===== src/rtl/fib_seq_gen.sv =====
// Fibonacci term generator: streams F(0)..F(n) under backpressure or presents
// only F(n), with wrap or saturate overflow and a per-term overflow flag.
module fib_seq_gen #(
  parameter int WIDTH = 32,
  parameter int IDX_W = 6,
  parameter int SAT   = 0
) (
  input  logic             clk,
  input  logic             rst_n,
  input  logic             start_i,
  input  logic [IDX_W-1:0] n_i,
  input  logic             mode_i,
  output logic             busy_o,
  output logic             out_valid_o,
  input  logic             out_ready_i,
  output logic [WIDTH-1:0] out_data_o,
  output logic [IDX_W-1:0] out_idx_o,
  output logic             out_last_o,
  output logic             out_ovf_o,
  output logic             done_o
);

  typedef enum logic [1:0] {IDLE, STREAM, CALC, HOLD} state_t;

  state_t           r_state, w_next;
  logic [WIDTH-1:0] r_a, r_b;
  logic             r_af, r_bf;
  logic [IDX_W-1:0] r_k, r_n;
  logic             r_done;

  logic             w_load, w_adv, w_fin, w_at_n;
  logic [WIDTH:0]   w_sum;
  logic [WIDTH-1:0] w_b_nxt;

  assign w_at_n  = (r_k == r_n);
  assign w_sum   = {1'b0, r_a} + {1'b0, r_b};
  // Saturation keeps b pinned at all-ones since any later sum carries again.
  assign w_b_nxt = (SAT != 0 && w_sum[WIDTH]) ? {WIDTH{1'b1}} : w_sum[WIDTH-1:0];

  always_ff @(posedge clk or negedge rst_n) begin
    if (!rst_n) r_state <= IDLE;
    else        r_state <= w_next;
  end

  always_comb begin
    w_next = r_state;
    w_load = 1'b0;
    w_adv  = 1'b0;
    w_fin  = 1'b0;
    case (r_state)
      IDLE: if (start_i) begin
        w_load = 1'b1;
        w_next = mode_i ? CALC : STREAM;
      end
      STREAM: if (out_ready_i) begin
        if (w_at_n) begin
          w_fin  = 1'b1;
          w_next = IDLE;
        end else begin
          w_adv = 1'b1;
        end
      end
      CALC: if (w_at_n) w_next = HOLD;
            else        w_adv  = 1'b1;
      HOLD: if (out_ready_i) begin
        w_fin  = 1'b1;
        w_next = IDLE;
      end
      default: w_next = IDLE;
    endcase
  end

  always_ff @(posedge clk or negedge rst_n) begin
    if (!rst_n) begin
      r_a    <= '0;
      r_b    <= '0;
      r_af   <= 1'b0;
      r_bf   <= 1'b0;
      r_k    <= '0;
      r_n    <= '0;
      r_done <= 1'b0;
    end else begin
      r_done <= w_fin;
      if (w_load) begin
        r_a  <= '0;
        r_b  <= {{(WIDTH-1){1'b0}}, 1'b1};
        r_af <= 1'b0;
        r_bf <= 1'b0;
        r_k  <= '0;
        r_n  <= n_i;
      end else if (w_adv) begin
        r_a  <= r_b;
        r_af <= r_bf;
        r_b  <= w_b_nxt;
        r_bf <= w_sum[WIDTH] | r_af | r_bf;
        r_k  <= r_k + IDX_W'(1);
      end
    end
  end

  // Outputs are gated by state so IDLE/CALC present zeros regardless of stale registers.
  assign busy_o      = (r_state != IDLE);
  assign out_valid_o = (r_state == STREAM) || (r_state == HOLD);
  assign out_data_o  = out_valid_o ? r_a : '0;
  assign out_idx_o   = (r_state == STREAM) ? r_k : (r_state == HOLD) ? r_n : '0;
  assign out_last_o  = (r_state == HOLD) || ((r_state == STREAM) && w_at_n);
  assign out_ovf_o   = out_valid_o & r_af;
  assign done_o      = r_done;

endmodule


===== config.mk =====
export PLATFORM = sky130hd
export DESIGN_NAME = fib_seq_gen
export DESIGN_NICKNAME = d
export VERILOG_FILES = /design/src/rtl/fib_seq_gen.sv
export SDC_FILE = /design/constraint.sdc
export NUM_CORES = 1
export LEC_CHECK = 0
export CAP_MARGIN = 20
export CORE_ASPECT_RATIO = 0.5
export CORE_UTILIZATION = 50
export DETAILED_ROUTE_END_ITERATION = 10
export PLACE_DENSITY = 0.74
export SLEW_MARGIN = 25
export SYNTH_ARGS = -nofsm -noshare
export SYNTH_HDL_FRONTEND = slang
export SYNTH_SLANG_ARGS = --single-unit

===== constraint.sdc =====
create_clock -name clk -period 2.3 [get_ports clk]
set_clock_uncertainty 0.05 [all_clocks]
set_input_delay 0.46 -clock clk [delete_from_list [all_inputs] [get_ports clk]]
set_output_delay 0.46 -clock clk [all_outputs]
set_load 0.01 [all_outputs]

# Word level (Yosys, flattened, before mapping)

Index checks and enable logic that the tools add are counted.

Register bits: 81
Bits in writable memories: 0
Logic and storage cells: 58
ROM bits: 0
Memories kept: 0
Output and inout bits: 43
Latch bits: 0

Add/subtract/negate cells: 2
Bitwise operators: 3
Multiplexer cells: 29
Shift operators: 0
Eq/ne operators: 9
Magnitude comparators: 0
Multiply operators: 0
Reductions and logical operators: 7
Div/mod/pow operators: 0

Operator list:

| operator                                      | count |
|---|---|
| two-way mux 32 bit                            | 5 |
| adder 32 x 32 -> 33 bit                       | 1 |
| two-way mux 6 bit                             | 4 |
| two-way mux 2 bit                             | 6 |
| two-way mux 1 bit                             | 11 |
| inequality test 2 bit, second input constant  | 5 |
| one-hot mux 2 bit (4 select lines)            | 1 |
| adder 6 x 1 -> 6 bit, second input constant   | 1 |
| == test 6 bit                                 | 1 |
| AND reduction 5 bit                           | 1 |
| == test 2 bit, second input constant          | 2 |
| one-hot mux 1 bit (2 select lines)            | 2 |
| nonzero test 2 bit                            | 2 |
| == test 2 x 1 -> 1 bit, second input constant | 1 |
| zero test 2 bit                               | 1 |
| logical OR 1 bit                              | 2 |
| bitwise OR 1 bit                              | 2 |
| bitwise AND 1 bit                             | 1 |
| logical AND 1 bit                             | 1 |

# Logic depth before layout (Yosys ltp)

Gate-level depths: netlist of run 1.

Depth after elaboration: 6
Depth in mapped cells: 12

# Least setup slack after synthesis of run 1

OpenSTA, ideal clock, no wires.

Path type: reg-to-reg
Start point: reg r_b[0]
End point: reg r_b[30]
Data arrival time: 2383 ps
Required time: 2118 ps
Setup slack: -265 ps
Stages on the path, launching flop included: 13
Cell sequence: dfrtp_1 ha_1 inv_1 fa_1 nor2b_1 o2111ai_1 nand3b_1 nor2_2 o41ai_4 a31o_4 a41oi_2 nand2_1 o211ai_1

Word-level cells in the longest chain between the ends: 3

RTL lines:

| item                     | RTL line | source |
|---|---|---|
| start: declaration       | 26       | `logic [WIDTH-1:0] r_a, r_b;` |
| start signal: assignment | 86       | `r_b <= {{(WIDTH-1){1'b0}}, 1'b1};` |
| start signal: assignment | 94       | `r_b <= w_b_nxt;` |
| adder 32 x 32 -> 33 bit  | 36       | `assign w_sum = {1'b0, r_a} + {1'b0, r_b};` |
| two-way mux 32 bit       | 91       | `end else if (w_adv) begin` |
| two-way mux 32 bit       | 84       | `if (w_load) begin` |

Every way passes these cells. The select of a mux whose other input is x is not followed.
A chain may end at the register's enable or synchronous reset.

# Worst setup path in the final report of run 1

Start point: reg r_b[16]
End point: reg r_b[24]

Same word-level chain as after synthesis.

==> results of run 1 <==
==> state kept, by name (all words and copies together) (netlist names) <==
signal,cells
done_o,1
r_a,32
r_af,1
r_b,32
r_bf,1
r_k,6
r_n,6
r_state,2
==> layer usage <==
metal | global-route usage | part of all wire
met5 | 0 | 0
met3 | 0.05150 | 0.056
met1 | 0.3700 | 0.45
met4 | 0.1190 | 0.022
met2 | 0.4686 | 0.47
==> power by group through the flow <==
stage               Sequential [W]  Combinational (W)  Clock, W
floorplan                  0.00197            0.00216         0
global placement           0.00197            0.00370         0
detailed placement         0.00199            0.00380         0
CTS                        0.00199            0.00396   0.00144
global route               0.00203            0.00449   0.00151
finish                     0.00200            0.00414   0.00144
==> what timing repair did <==
action / in CTS / in global routing
gates cloned: 0 / 0
buffers inserted: 10 / 5
setup endpoints to repair: 34 / 34
pin swaps: 24 / 36
gates resized for setup: 54 / 42
==> per-stage QoR <==
step | setup slack, ns | util | setup TNS [ns]
CTS | -0.2250 | 0.7292 | -2.813
floorplan | -0.2028 | - | -0.9506
finish | -0.2197 | 0.7451 | -2.610
global placement | -0.2127 | 0.6772 | -2.500
global route | -0.3641 | 0.7451 | -4.861
detailed placement | -0.3061 | 0.6772 | -3.829
==> kinds of logic (layout without fill, tap and decap cells) <==
logic type,Yosys count,in the layout,share of synthesized area
simple gates,279,279,0.2410
compound gates,167,167,0.2123
flops,81,81,0.3718
buf+inv,48,225,0.03741
fa+ha+maj,39,39,0.09089
xor+xnor,29,29,0.04659
==> critical path, cell delays in order (launching register included) <==
cell and delay, ns:
dfrtp_1 0.40, ha_1 0.32, buf_4 0.15, inv_1 0.06, nor2_1 0.20, nand3_1 0.17, o41ai_4 0.42, buf_4 0.21
nand2_1 0.07, o21ai_2 0.13, xnor2_1 0.15, o21ai_1 0.08
==> how the worst max path moves through the flow <==
stage | startpoint | to | slack (ns) | depth (start not counted)
finish | r_b[16] | r_b[24] | -0.22 | 11
global route | r_b[1] | r_b[13] | -0.36 | 10
CTS | r_a[1] | r_b[13] | -0.22 | 10
detailed placement | r_b[15] | r_bf | -0.31 | 10
global placement | r_a[18] | r_bf | -0.21 | 10
floorplan | r_a[15] | r_bf | -0.20 | 11
==> cell usage in the layout (no fill, tap or decap), types with 6 or more instances in the layout <==
cell             count
inv_1                9
clkdlybuf4s50_1     38
clkbuf_2             8
xnor2_1             14
a31oi_1              6
nor2_1              25
nand2_1            142
nand4_1              7
a21oi_1             68
and2_1              29
xor2_1              11
clkbuf_16            9
nor2b_1              9
dfrtp_1             80
a21oi_2              9
o21ai_0             11
o21ai_2              8
nor3_1               6
a21o_1              16
buf_4              140
or3_1                7
o21ai_1              6
a22o_1               6
ha_4                11
ha_1                24
nand3_1             15
==> final cells by class <==
type / count / share of cell area
clock buffer: 9 / 0.02904
clock inverter: 7 / 0.007743
inverter: 12 / 0.005807
multi-input combinational: 514 / 0.4668
sequential: 81 / 0.2615
tap: 140 / 0.02258
timing repair buffer: 197 / 0.2065
==> summary.txt, run 1 <==
Post-Synthesis Cell Area: 5451 um^2
largest cells by area after synthesis: dfrtp_1 (37%), nand2_1 (9.9%), ha_1 (8.7%), a21oi_1 (7.1%), and2_1 (3.6%)
Worst EP arrival: 2.71 ns
Worst-path clk slew: 0.07 ns
Clock Latency Late Sink: 0.36 ns
Final setup viols: 20
first-pass GRT wire length: 24.71 mm
RSZ-0062 raised after global routing: yes
share of cells above drive strength 1: 0.3098
crit share post-route: 1.096
first-pass iteration count of the detailed router: 5
max-slew violation count: 0
critical path endpoint category: register
post-DR wirelength/cell: 16.85 um
row cnt: 26
H-Tree Depth: 3
die width: 149.7 um
top cell type's share of synthesized area: 0.3718
total CTS buffers: 9
async set-or-reset flop fraction in the synthesized netlist: 1.000
Comb power frac: 0.547
hold_ws: 0.02349 ns
Area growth, synth to finish: 42.28%
worst r2r dst: r_b[24]
Slew @ Worst Pin: 0.5113 ns
EDFF count, synth: 0
flop2flop setup slack: -0.22 ns
Nets: 865
grt ovf: 0
FF-to-FF Start: r_b[16]
Multi-input gate area: 3621 um^2
Most used DFF post-synth: dfrtp_1
fin cells: 960
Routed WL: 16.18 mm
Switch Pwr: 0.003314 W
PwrDens: 977.1 nW/um^2
Int Power: 0.004265 W
storage element area: 2028 um^2
post-detail-place hpwl: 10.54 mm
crit path launch type: register
Power, Total: 0.007579 W
# diodes: 0
critical path class: register to register
Bufs on Longest Clock Path: 2
Synth Instances: 643
part of the power in the clock network: 0.190
cts hold-fix bufs: 0
final design area excluding fillers: 7756 um^2
FMAX: 396.9 MHz
Final Wtd Congestion: 0.9175
Worst Reg-to-Reg Cells: 11
slew margin rel.: 0.6592
Period minus WS final: 2.520 ns
most frequent cell after synthesis: nand2_1
cell taking the most area after synthesis: dfrtp_1
placed standard-cell area: 7049 um^2
hold crit path type: primary input to async pin
synth warn: 0
Reg power frac: 0.264
Hold Fails Final Rpt: 0
Overall Global Routing Usage: 0.2820
Sw Ratio: 0.4372
max-cap violations: 0
DR DRC count: 0
Worst EP required: 2.49 ns
synth cell count leaders: nand2_1 (144), dfrtp_1 (81), a21oi_1 (77), ha_1 (38), and2_1 (31)
# clock sinks: 81
Port Buffer Count: 53
fill cell count: 707
Top-Level Pins: 54
Final WS setup: -0.2197 ns
outcome: complete, but fails checks
vias: 5416
register area share after synthesis: 0.3718
CTS root buf: clkbuf_16
die area: 11350 um^2
worst-path fanout max: 4
Die Y: 75.84 um
Initial Util: 0.5237
Leak: 3.715 nW
Post-DRT Antenna Nets: 0
DRT iter0 DRCs: 398
failing checks: setup timing
post-synth net total: 693
vias in the first global route: 5042
largest net degree at the start of global routing: 39
vias per cell: 5.642
initial antenna violation count: 0
Unique masters post-synth: 61
Peak VDD IR: 0.5551 mV
cell total after placement: 930
core footprint: 10410 um^2
#FFs+latches synth: 81
Syn Area/Cell: 8.478 um^2
CTS tree: built
(Power assumes the default switching activity.)
==> inputs of run 2 (changes only) <==
- ABC_CLOCK_PERIOD_IN_PS: unset -> 2300
==> results of run 2 <==
No change in the layout: final DEF, timing and power equal those of run 1.
